$ cat src/rtl/weight_spad_loader_pkg.sv
// Shared types for the weight scratchpad loader: FSM states and skid-buffer entry.
package weight_spad_loader_pkg;

  localparam int unsigned WL_DATA_BITWIDTH = 16;
  localparam int unsigned WL_NUM_PE_ROWS   = 3;

  function automatic int unsigned min1_clog2(input int unsigned v);
    return (v > 1) ? $clog2(v) : 1;
  endfunction

  localparam int unsigned WL_ROW_BITWIDTH = min1_clog2(WL_NUM_PE_ROWS);

  typedef enum logic [1:0] {
    IDLE  = 2'd0,
    LOAD  = 2'd1,
    DRAIN = 2'd2,
    DONE  = 2'd3
  } loader_state_e;

  // Row tag and last flag ride with the word so they stay aligned under backpressure.
  typedef struct packed {
    logic [WL_DATA_BITWIDTH-1:0] data;
    logic [WL_ROW_BITWIDTH-1:0]  pe_row;
    logic                        last;
  } spad_entry_t;

endpackage

$ cat src/rtl/weight_spad_loader_skid_fifo.sv
// Two-entry skid FIFO that absorbs the GLB's one-cycle read latency.
module weight_skid_fifo
  import weight_spad_loader_pkg::*;
(
  input  logic        clk,
  input  logic        reset,
  input  logic        push,
  input  spad_entry_t push_entry,
  input  logic        pop,
  output spad_entry_t head,
  output logic [1:0]  count,
  output logic        empty,
  output logic        full
);

  spad_entry_t [1:0] mem_q, mem_d;
  logic              wr_ptr_q, wr_ptr_d;
  logic              rd_ptr_q, rd_ptr_d;
  logic [1:0]        count_q, count_d;
  logic              do_push, do_pop;

  always_comb begin
    do_pop   = pop && (count_q != 2'd0);
    do_push  = push && ((count_q != 2'd2) || do_pop);
    mem_d    = mem_q;
    if (do_push) begin
      mem_d[wr_ptr_q] = push_entry;
    end
    wr_ptr_d = wr_ptr_q ^ do_push;
    rd_ptr_d = rd_ptr_q ^ do_pop;
    count_d  = count_q + {1'b0, do_push} - {1'b0, do_pop};
  end

  always_ff @(posedge clk) begin
    if (reset) begin
      mem_q    <= '0;
      wr_ptr_q <= 1'b0;
      rd_ptr_q <= 1'b0;
      count_q  <= 2'd0;
    end else begin
      mem_q    <= mem_d;
      wr_ptr_q <= wr_ptr_d;
      rd_ptr_q <= rd_ptr_d;
      count_q  <= count_d;
    end
  end

  assign head  = mem_q[rd_ptr_q];
  assign count = count_q;
  assign empty = (count_q == 2'd0);
  assign full  = (count_q == 2'd2);

endmodule

$ cat src/rtl/weight_spad_loader.sv
// Streams NUM_PE_ROWS*KERNEL_SIZE weights from the weight GLB to the PE scratchpads.
// Optional stall counter output enabled by defining WEIGHT_LOADER_PERF_CNT_EN.
//
// state | meaning
// IDLE  | waiting for start
// LOAD  | issuing GLB reads while credit allows
// DRAIN | all reads issued, emptying skid buffer and in-flight read
// DONE  | one-cycle completion pulse; a new start may be taken here
module weight_spad_loader
  import weight_spad_loader_pkg::*;
#(
  parameter int unsigned DATA_BITWIDTH = WL_DATA_BITWIDTH,
  parameter int unsigned ADDR_BITWIDTH = 10,
  parameter int unsigned KERNEL_SIZE   = 3,
  parameter int unsigned NUM_PE_ROWS   = WL_NUM_PE_ROWS
) (
  input  logic                             clk,
  input  logic                             reset,
`ifdef WEIGHT_LOADER_PERF_CNT_EN
  output logic [31:0]                      stall_cycles,
`endif
  input  logic                             start,
  input  logic [ADDR_BITWIDTH-1:0]         base_addr,
  output logic                             busy,
  output logic                             done,
  output logic                             glb_read_req,
  output logic [ADDR_BITWIDTH-1:0]         glb_r_addr,
  input  logic [DATA_BITWIDTH-1:0]         glb_r_data,
  output logic                             out_valid,
  input  logic                             out_ready,
  output logic [DATA_BITWIDTH-1:0]         out_data,
  output logic [min1_clog2(NUM_PE_ROWS)-1:0] out_pe_row,
  output logic                             out_last
);

  localparam int unsigned TOTAL    = NUM_PE_ROWS * KERNEL_SIZE;
  localparam int unsigned REMAIN_W = $clog2(TOTAL + 1);
  localparam int unsigned ROW_W    = min1_clog2(NUM_PE_ROWS);
  localparam int unsigned COL_W    = min1_clog2(KERNEL_SIZE);

  loader_state_e          state_q, state_d;
  logic [ADDR_BITWIDTH-1:0] rd_addr_q, rd_addr_d;
  logic [REMAIN_W-1:0]    remain_q, remain_d;
  logic [ROW_W-1:0]       row_q, row_d;
  logic [COL_W-1:0]       col_q, col_d;
  logic                   inflight_q, inflight_d;
  logic [ROW_W-1:0]       tag_row_q, tag_row_d;
  logic                   tag_last_q, tag_last_d;

  logic                   pop, credit_ok, start_load, col_wrap;
  logic [2:0]             pending;
  spad_entry_t            push_entry, head;
  logic [1:0]             fifo_count;
  logic                   fifo_empty, fifo_full;

  assign push_entry = '{data: glb_r_data, pe_row: tag_row_q, last: tag_last_q};

  weight_skid_fifo u_skid (
    .clk        (clk),
    .reset      (reset),
    .push       (inflight_q),
    .push_entry (push_entry),
    .pop        (pop),
    .head       (head),
    .count      (fifo_count),
    .empty      (fifo_empty),
    .full       (fifo_full)
  );

  assign out_valid  = !fifo_empty;
  assign out_data   = head.data;
  assign out_pe_row = head.pe_row;
  assign out_last   = !fifo_empty && head.last;
  assign pop        = out_valid && out_ready;

  // A slot popped this cycle is reusable by a read issued this cycle.
  assign pending    = {1'b0, fifo_count} + {2'b00, inflight_q};
  assign credit_ok  = (pending < (3'd2 + {2'b00, pop})) && (!fifo_full || pop);
  assign col_wrap   = (col_q == COL_W'(KERNEL_SIZE - 1));

  always_comb begin
    state_d      = state_q;
    rd_addr_d    = rd_addr_q;
    remain_d     = remain_q;
    row_d        = row_q;
    col_d        = col_q;
    inflight_d   = 1'b0;
    tag_row_d    = tag_row_q;
    tag_last_d   = tag_last_q;
    glb_read_req = 1'b0;
    glb_r_addr   = '0;
    busy         = 1'b0;
    done         = 1'b0;
    start_load   = 1'b0;

    case (state_q)
      IDLE: begin
        start_load = start;
      end
      LOAD: begin
        busy = 1'b1;
        if (credit_ok) begin
          glb_read_req = 1'b1;
          glb_r_addr   = rd_addr_q;
          inflight_d   = 1'b1;
          tag_row_d    = row_q;
          tag_last_d   = col_wrap;
          rd_addr_d    = rd_addr_q + ADDR_BITWIDTH'(1);
          remain_d     = remain_q - REMAIN_W'(1);
          col_d        = col_wrap ? '0 : col_q + COL_W'(1);
          row_d        = col_wrap ? row_q + ROW_W'(1) : row_q;
          if (remain_q == REMAIN_W'(1)) begin
            state_d = DRAIN;
          end
        end
      end
      DRAIN: begin
        busy = 1'b1;
        if ((fifo_count == {1'b0, pop}) && !inflight_q) begin
          state_d = DONE;
        end
      end
      DONE: begin
        done       = 1'b1;
        state_d    = IDLE;
        start_load = start;
      end
      default: state_d = IDLE;
    endcase

    if (start_load) begin
      state_d   = LOAD;
      rd_addr_d = base_addr;
      remain_d  = REMAIN_W'(TOTAL);
      row_d     = '0;
      col_d     = '0;
    end
  end

  always_ff @(posedge clk) begin
    if (reset) begin
      state_q    <= IDLE;
      rd_addr_q  <= '0;
      remain_q   <= '0;
      row_q      <= '0;
      col_q      <= '0;
      inflight_q <= 1'b0;
      tag_row_q  <= '0;
      tag_last_q <= 1'b0;
    end else begin
      state_q    <= state_d;
      rd_addr_q  <= rd_addr_d;
      remain_q   <= remain_d;
      row_q      <= row_d;
      col_q      <= col_d;
      inflight_q <= inflight_d;
      tag_row_q  <= tag_row_d;
      tag_last_q <= tag_last_d;
    end
  end

`ifdef WEIGHT_LOADER_PERF_CNT_EN
  logic [31:0] stall_cnt_q, stall_cnt_d;

  always_comb begin
    stall_cnt_d = stall_cnt_q;
    if (start_load) begin
      stall_cnt_d = '0;
    end else if (out_valid && !out_ready && (stall_cnt_q != '1)) begin
      stall_cnt_d = stall_cnt_q + 32'd1;
    end
  end

  always_ff @(posedge clk) begin
    if (reset) begin
      stall_cnt_q <= '0;
    end else begin
      stall_cnt_q <= stall_cnt_d;
    end
  end

  assign stall_cycles = stall_cnt_q;
`endif

endmodule
$ cat config.mk
export PLATFORM = sky130hd
export DESIGN_NAME = weight_spad_loader
export DESIGN_NICKNAME = d
export VERILOG_FILES = /design/src/rtl/weight_spad_loader_pkg.sv /design/src/rtl/weight_spad_loader_skid_fifo.sv /design/src/rtl/weight_spad_loader.sv
export SDC_FILE = /design/constraint.sdc
export NUM_CORES = 1
export LEC_CHECK = 0
export CAP_MARGIN = 5
export CORE_MARGIN = 3
export CORE_UTILIZATION = 45
export CTS_CLUSTER_SIZE = 20
export DETAILED_ROUTE_END_ITERATION = 10
export DONT_BUFFER_PORTS = 1
export HOLD_SLACK_MARGIN = 0.05
export PLACE_DENSITY = 0.6
export SETUP_SLACK_MARGIN = 0.2
export SLEW_MARGIN = 15
export SYNTH_ARGS = -nofsm -noshare
export SYNTH_HDL_FRONTEND = slang
export SYNTH_SLANG_ARGS = --single-unit
$ cat constraint.sdc
create_clock -name clk -period 3.9 [get_ports clk]
set_clock_uncertainty 0.05 [all_clocks]
set_input_delay 0.78 -clock clk [delete_from_list [all_inputs] [get_ports clk]]
set_output_delay 0.78 -clock clk [all_outputs]
set_load 0.01 [all_outputs]
# [Yosys cells after proc, flatten, opt, wreduce, memory -nomap -nowiden]
# Cells that the tools add are included.
[totals] regBits=66
[classes] add_sub_neg=8 order_cmp=4 eq_ne=14 muxes=24 bitwise=2 n_reduce_logical=27
[op_table] operator="two-way mux 19 bit" count=3
[op_table] operator="two-way mux 10 bit" count=5
[op_table] operator="bitwise mux 38 bit" count=1
[op_table] operator="demux 19 bit (select 1 bit)" count=1
[op_table] operator="two-way mux 4 bit" count=3
[op_table] operator="adder 10 x 1 -> 10 bit (second input constant)" count=1
[op_table] operator="!= test 3 bit (second input constant)" count=3
[op_table] operator="== test 2 bit (second input constant)" count=4
[op_table] operator="two-way mux 2 bit" count=4
[op_table] operator="!= test 2 bit (second input constant)" count=4
[op_table] operator="AND reduction 4 bit" count=2
[op_table] operator="logical AND 1 bit" count=7
[op_table] operator="two-way mux 1 bit" count=6
[op_table] operator="one-hot mux 2 bit (3 select lines)" count=1
[op_table] operator="nonzero test 2 bit" count=3
[op_table] operator="OR reduction 2 bit" count=3
[op_table] operator="adder 2 x 1 -> 2 bit (second input constant)" count=2
[op_table] operator="== test 4 x 1 -> 1 bit (second input constant)" count=1
[op_table] operator="zero test 2 bit" count=2
[op_table] operator="< comparator 1 x 2 -> 1 bit (second input constant)" count=2
[op_table] operator="AND reduction 2 bit" count=2
[op_table] operator="nonzero test 4 bit" count=1
[op_table] operator="subtractor 4 x 1 -> 4 bit (second input constant)" count=1
[op_table] operator="adder 2 x 1 -> 3 bit" count=1
[op_table] operator="12 further kinds" count=16

# [Logic depth before layout (Yosys ltp)]
[depth] depth_word=9 depth_mapped=9 depth_no_buf=9

# [Modules after synthesis]
# Synthesis repeated with hierarchy kept, for this count alone.
[unflattened] hier_cells=333 hier_area_um2=3190.6
[by_module_without_submodules] module="weight_skid_fifo" n_inst=1 cells_each=167 area_each_um2=1819.2 seq_area_each_um2=840.8
[by_module_without_submodules] module="weight_spad_loader" n_inst=1 cells_each=166 area_each_um2=1371.3 seq_area_each_um2=480.5

# [Worst setup path after synthesis]
# No wires, ideal clock.
[synth_timing] kind="input-to-output" start="in out_ready" end="out glb_r_addr[0]" arrival_time_ps=1585 required_ps=3070 path_slack_ps=1485 stages=4 path_buffers=1 cell_sequence="nand2b_2 a211oi_4 clkbuf_2 and3_1"
[synth_via] elab_chain_len=6 elab_cells_between_ends=7 classes_between="add/sub: 1; order compare: 1; mux: 2; reduce/logical: 3"
[synth_rtl] element="start, declared" line="weight_spad_loader.sv:30" source="input logic out_ready,"
[synth_rtl] element="logical AND 1 bit (*)" line="weight_spad_loader.sv:74" source="assign pop = out_valid && out_ready;"
[synth_rtl] element="adder 2 x 1 -> 3 bit" line="weight_spad_loader.sv:78" source="assign credit_ok = (pending < (3'd2 + {2'b00, pop})) && (!fifo_full || pop);"
[synth_rtl] element="< comparator 3 bit" line="weight_spad_loader.sv:78"
[synth_rtl] element="logical AND 1 bit (*)" line="weight_spad_loader.sv:78"
[synth_rtl] element="two-way mux 10 bit (*)" line="weight_spad_loader.sv:102" source="if (credit_ok) begin"
[synth_rtl] element="two-way mux 10 bit (*)" line="weight_spad_loader.sv:96" source="case (state_q)"
[synth_rtl] element="end, declared" line="weight_spad_loader.sv:27" source="output logic [ADDR_BITWIDTH-1:0] glb_r_addr,"
# Every way passes the cells marked *; elsewhere a longest branch is shown, timed or not.

# [Worst setup path after layout]
[layout_timing] start="reg u_skid.count_q[0], in the netlist u_skid.count[0]" end="out glb_r_addr[9]"
[layout_via] elab_chain_len=8 elab_cells_between_ends=12 classes_between="add/sub: 2; order compare: 1; eq/ne: 1; mux: 2; reduce/logical: 6"
[layout_rtl] element="start, declared" line="weight_spad_loader_skid_fifo.sv:19" source="logic [1:0] count_q, count_d;"
[layout_rtl] element="start signal, assigned" line="weight_spad_loader_skid_fifo.sv:44" source="count_q <= count_d;"
[layout_rtl] element="zero test 2 bit" line="weight_spad_loader_skid_fifo.sv:50" source="assign empty = (count_q == 2'd0);"
[layout_rtl] element="zero test 1 bit" line="weight_spad_loader.sv:70" source="assign out_valid = !fifo_empty;"
[layout_rtl] element="logical AND 1 bit" line="weight_spad_loader.sv:74"
[layout_rtl] element="adder 2 x 1 -> 3 bit" line="weight_spad_loader.sv:78"
[layout_rtl] element="< comparator 3 bit" line="weight_spad_loader.sv:78"
[layout_rtl] element="logical AND 1 bit (*)" line="weight_spad_loader.sv:78"
[layout_rtl] element="two-way mux 10 bit (*)" line="weight_spad_loader.sv:102"
[layout_rtl] element="two-way mux 10 bit (*)" line="weight_spad_loader.sv:96"
# Marks and branches as above.

==> reports/metrics.yaml <==
grt:
  grt_pass1_wl_mm: 9.89
  grt_max_degree: 51
  grt_antenna_before_repair: 0
  grt_usage: 0.161
  grt_pass1_vias: 2157
  gr-total-overflow: 0
synthesis:
  synth-compound-area-share: 0.0732
  synth-simple-area-share: 0.167
  synth_ff_type: "dfxtp_1"
  synthCells: 331
  synthArstFlopShare: 0
  synthMuxAreaShare: 0.192
  synthAdderAreaFrac: 0.0557
  synth_top_family_by_area: "multiplexers"
  synth_top_area_share: 0.420
  yosysTopAreaCell: "dfxtp_1"
  syn_area_sq_mm: 0.00314
  synth_xor_area_frac: 0.0446
  yosysWarningCount: 0
  synth-seq-area-share: 0.420
  ys_types: 41
  synth_edf_count: 0
  synthTopCellsByArea: "dfxtp_1, mux2i_1, mux2_2, nor2_1, ha_1"
  syn_nets: 375
  ys_ff_latch: 66
  postSynthAreaPerCell_sq_um: 9.50
drt:
  vias_per_cell: 5.21
  wl_per_cell_um: 14.1
  drt_iter0_drc: 69
  drt-total-wl_mm: 6.00
  vias: 2214
  ant_nets: 0
  drc: 0
  first_pass_iters: 4
final_layout:
  diodes: 0
  stdcell_area_sq_mm: 0.00341
  final_core_util: 0.519
  layout-drive-gt1-share: 0.136
  nNetsFinal: 371
  area_growth_pct: 8.48
place:
  dpl.hpwl_mm: 3.99
  dp_slack_ns: 1.10
  numPortBuffers: 0
  gp_congestion: 0.750
  postPlaceCellArea_sq_mm: 0.00319
timing:
  setup_slack_ns: 0.758
  fmax_ghz: 0.318
  rsz0062_at_grt: "false"
  min_period_ns: 3.14
  final-hold-violation-count: 0
  tns_ns: 0
  maxSlewHeadroom: 0.331
  setup_viol: 0
  slew_violations: 0
  fin_crit_sh: 0.806
  worst_slew_pin_slew_ns: 1.00
clock_network:
  cts.sinks: 66
  cts_setup_buffers: 0
  postCtsHoldBufs: 0
  cts_tree: "yes"
  htreeDepth: 3
  cts-root-buf: "clkbuf_8"
  cts_resized: 0
  numCtsBuffers: 9
  clock_path_buffers: 2
  clk_pin_slew_ns: 0.07
  clock_latency_ns: 0.34
floorplan:
  die_h_um: 89.6
  die_area_sq_mm: 0.00803
  core_sq_mm: 0.00657
  start_util: 0.479
  io_pins: 63
  die_x_um: 89.6
  num_rows: 29
setup_path:
  end_kind: "primary output"
  start_kind: "flop"
  critical_path_class: "reg2out"
  reg2reg_depth: 6
  cp_max_fo: 19
  cp.arrival_ns: 2.31
  cp.required_ns: 3.07
flow_run:
  cap_viol_max_count: 0
worst_hold_path:
  worstHoldPathType: "reg2reg"
  worstHoldPathCells: 2
power_and_ir_drop:
  p_leak_nw: 1.32
  powerDensity_mw_per_mm2: 659
  ir_drop_uv: 391
status:
  status: "complete, no violations"
## path summary, 6_finish.rpt
check	from	endpoint	slack, ns
hold reg to reg	row_q[1]$_SDFFE_PP0P_	tag_row_q[1]$_SDFFE_PP0P_	0.41
setup / recovery	u_skid.count[0]$_SDFF_PP0_	glb_r_addr[9]	0.76
setup reg to reg	u_skid.count[0]$_SDFF_PP0_	state_q[1]$_SDFFE_PP0P_	1.28
hold / removal	row_q[1]$_SDFFE_PP0P_	tag_row_q[1]$_SDFFE_PP0P_	0.41
## cells in the mapped netlist, types with 3 or more instances
master	n
o21ai_0	10
a211oi_1	3
buf_2	5
and3_1	14
mux2_2	19
xnor2_1	4
inv_1	12
clkbuf_1	10
a21oi_1	13
nand2_1	13
dfxtp_1	66
xor2_1	12
mux2i_1	39
ha_1	14
and4_1	3
a31oi_1	3
nor2_1	54
nand3_1	10
## cells by family after synthesis
logic type | Yosys count
compound gates | 36
flops | 66
buf+inv | 32
mux | 58
xor+xnor | 16
fa+ha+maj | 14
simple gates | 109
## where the power goes
part           leakage (nW)  internal (mW)  switching (mW)
Sequential            0.537          0.793           0.121
Combinational         0.676          0.298           0.404
Clock                 0.107          0.362           0.268
Total                  1.32           1.45           0.793
## critical path: stages, from the launching register on
cell and delay (ns):
dfxtp_1 0.34, ha_1 0.19, ha_1 0.34, o211ai_2 0.67, nand2_4 0.19, nor2_1 0.25
## layout by cell type, fill, tap and decap left out, types with 4 or more instances in the layout
cell type,count
inv_1,12
clkbuf_8,9
dfxtp_1,66
mux2i_1,39
xnor2_1,4
o21ai_0,10
mux2_2,19
ha_1,14
nand3_1,10
nor2_1,54
xor2_1,12
a21oi_1,13
nand2_1,13
and3_1,14
buf_4,4
## metal layers
layer | track usage | wire (um) | up-vias
li1 | - | - | 1127
met1 | 0.184 | 2670 | 1031
met2 | 0.269 | 2850 | 49
met3 | 0.0593 | 398 | 7
met4 | 0.0731 | 85 | 0
met5 | 0 | 0 | -
## sequential cells by signal, indices dropped and copies added, names as in the netlist
register and cells:
row_q 2, tag_row_q 2, inflight_q 1, u_skid.rd_ptr_q 1
col_q 2, state_q 2, u_skid.mem_q 38, tag_last_q 1
rd_addr_q 10, u_skid.count 2, u_skid.wr_ptr_q 1, remain_q 4
## layout make-up
| cell class | count | area, sq um |
|---|---|---|
| Timing Repair Buffer | 4 | 30.0 |
| Inverter | 13 | 50.0 |
| Clock inverter | 6 | 90.1 |
| Sequential cell | 66 | 1320 |
| Tap cell | 93 | 116 |
| Clock buffer | 10 | 128 |
| Fill cell | 625 | 3160 |
| Multi-Input combinational cell | 233 | 1680 |
## metrics by stage
step                      hold slack [ns]  std cells  total power [mW]
final                               0.414        425              2.25
after global routing                0.422        425              2.42
after CTS                           0.420        425              2.28
after detailed placement            0.411        409              1.64
after global placement              0.418        409              1.63
after floorplan                     0.394        331              1.53
No activity file was read; power rests on OpenSTA's default activity.
==> RTL change: new RTL, same flow settings <==
Add a define of `WEIGHT_LOADER_PERF_CNT_EN`.
--- a/src/rtl/weight_spad_loader.sv
+++ b/src/rtl/weight_spad_loader.sv
@@ -8,2 +8,4 @@
 // DONE  | one-cycle completion pulse; a new start may be taken here
+`define WEIGHT_LOADER_PERF_CNT_EN
+
 module weight_spad_loader
Check against the original RTL (old outputs only; new: stall_cycles): equivalent (equiv_simple and equiv_induct, registers matched by name and starting in step).
==> RTL change against the unedited design <==
Final area rose by 51%. Total power rose by 28%. Hold slack improved by 0.63 ps. Wire length rose by 72%. Sequential cell count rose by 32. Area after synthesis rose by 53%. Setup slack improved by 140 ps. Via count rose by 67%. Critical path depth rose by 1. Critical endpoint is now glb_read_req. Largest power group unchanged. Highest routed layer unchanged.
==> RTL change: results (changes against the unedited design) <==
CP max-delay cell=dfxtp_1; Synth cell types=54 (+32%); initial antenna violation count=0 (unchanged); n_diodes=0 (unchanged); crit path max fanout=24 (+5); Final Wtd Congestion=0.7724 (+2.9%); outcome=complete, no violations; mux contribution to synthesized area=12.73% (-6.5 points); VDD IR max=0.2138 mV (-45%); overall routing resource usage=17.35% (+1.2 points); vias in the first global route=3480 (+61%); post-synthesis sequential area ratio=40.75% (-1.3 points); H-tree levels=3 (unchanged); # port buffers=0 (unchanged); layout net count=563 (+52%); CTS Buf Count=9 (unchanged); Worst path max stage delay=340 ps (-330 ps); worst reg2reg setup slack=1230 ps (-50 ps); DRT Pass-1 Iters=4 (unchanged); CP top delay family=adder cells; clk buf depth=2 (unchanged); Post-Syn Instances=526 (+59%); post-cts gate resize count=0 (unchanged); syn_nets=570 (+52%); Detailed Route Iter0 Violations=153 (+120%); vias per cell=5.603 (+7.6%); static leakage=1.782 nW (+35%); end of the worst register-to-register path=stall_cycles[3]; Post-Layout Cell Count=660 (+55%); Post CTS Setup Buffer Count=0 (unchanged); Rel. slew slack=37.90% (+4.8 points); compound-gate portion of the synthesized area=13.41% (+6.1 points); Hold Crit Class=in -> reg; Critical Path End=glb_read_req; worst skew pair latency=370 ps (+30 ps); synth top area cells=dfxtp_1 41%, mux2i_1 8.5%, nor2_1 4.9%, mux2_2 4.2%, ha_1 3.6%; XOR/XNOR Fraction of Synth Area=3.976% (-0.48 points); Ys Warns=0 (unchanged); max reg flops=38 (unchanged); first-pass GRT wire length=16680 um (+69%); final setup fails=0 (unchanged); worst reg2reg path depth=5 (-1); asr flop ratio synth=0% (unchanged); Crit. Startpoint=inflight_q; fillers=1026 (+64%); Root Driver=clkbuf_8; dpl cells=644 (+57%); Worst Path Arrival=2170 ps (-140 ps); layout cell share with drive strength beyond 1=14.12% (+0.57 points); Biggest register=u_skid.mem_q; reg-to-reg startpoint=stall_cycles[10]; pin count of the biggest net entering global routing=55 (+7.8%); Synth Area in Adders=3.638% (-1.9 points); clock-pin slew on the worst setup and hold paths=110 ps (+40 ps); Synth top cells by count=98 x dfxtp_1, 63 x nor2_1, 41 x mux2i_1, 32 x a21oi_1, 29 x nand2_1; dpl hpwl=7333 um (+84%); drt wl/cell=15.66 um (+11%)
## RTL change: power breakdown
part	total, mW	switching, mW	internal [mW]
Combinational	0.891	0.537	0.354
Sequential	1.27	0.144	1.12
Clock	0.709	0.394	0.316
## RTL change: stage by stage
step	hold WS, ps	worst slack (ps)	power (mW)	area (sq um)	util, %
2_1_floorplan	393.6	1453	1.993	4815	-
3_3_place_gp	408.0	1351	2.159	4925	47.49
3_5_place_dp	414.6	1262	2.189	4925	47.49
4_1_cts	392.5	893.3	2.909	5142	49.59
5_1_grt	384.6	706.3	3.063	5142	49.59
6_report	414.8	899.4	2.868	5142	49.59
## RTL change: how the worst min path moves through the flow
stage,start,to,cells past startpoint
2_1_floorplan,row_q[1],tag_row_q[1],2
3_3_place_gp,row_q[1],tag_row_q[1],2
3_5_place_dp,row_q[1],tag_row_q[1],2
4_1_cts,reset,u_skid.wr_ptr_q,1
5_1_grt,reset,u_skid.mem_q[13],1
6_report,reset,u_skid.mem_q[13],1
## RTL change: kinds of logic (layout without fill, tap and decap cells)
| group | count (synthesis) | count (layout) |
|---|---|---|
| fa+ha+maj | 14 | 14 |
| xor+xnor | 21 | 21 |
| simple gates | 198 | 198 |
| compound gates | 94 | 94 |
| mux | 59 | 59 |
| flops | 98 | 98 |
| buf+inv | 42 | 40 |
## RTL change: metal layers
metal / vias up / share of wire [%] / track usage [%]
met4: 0 / 1.3 / 6.322
met5: - / 0 / 0
met1: 1740 / 44 / 21.31
li1: 1871 / - / -
met3: 12 / 6.9 / 5.402
met2: 75 / 47 / 28.60
## RTL change: area by class of cell
cell class,instances,area (sq um),area share (%)
multi-input combinational,386,2680,52.12
timing repair buffer,6,45.04,0.8759
clock buffer,9,123.9,2.409
clock inverter,7,93.84,1.825
sequential,98,1962,38.15
inverter,18,67.56,1.314
tap,136,170.2,3.309
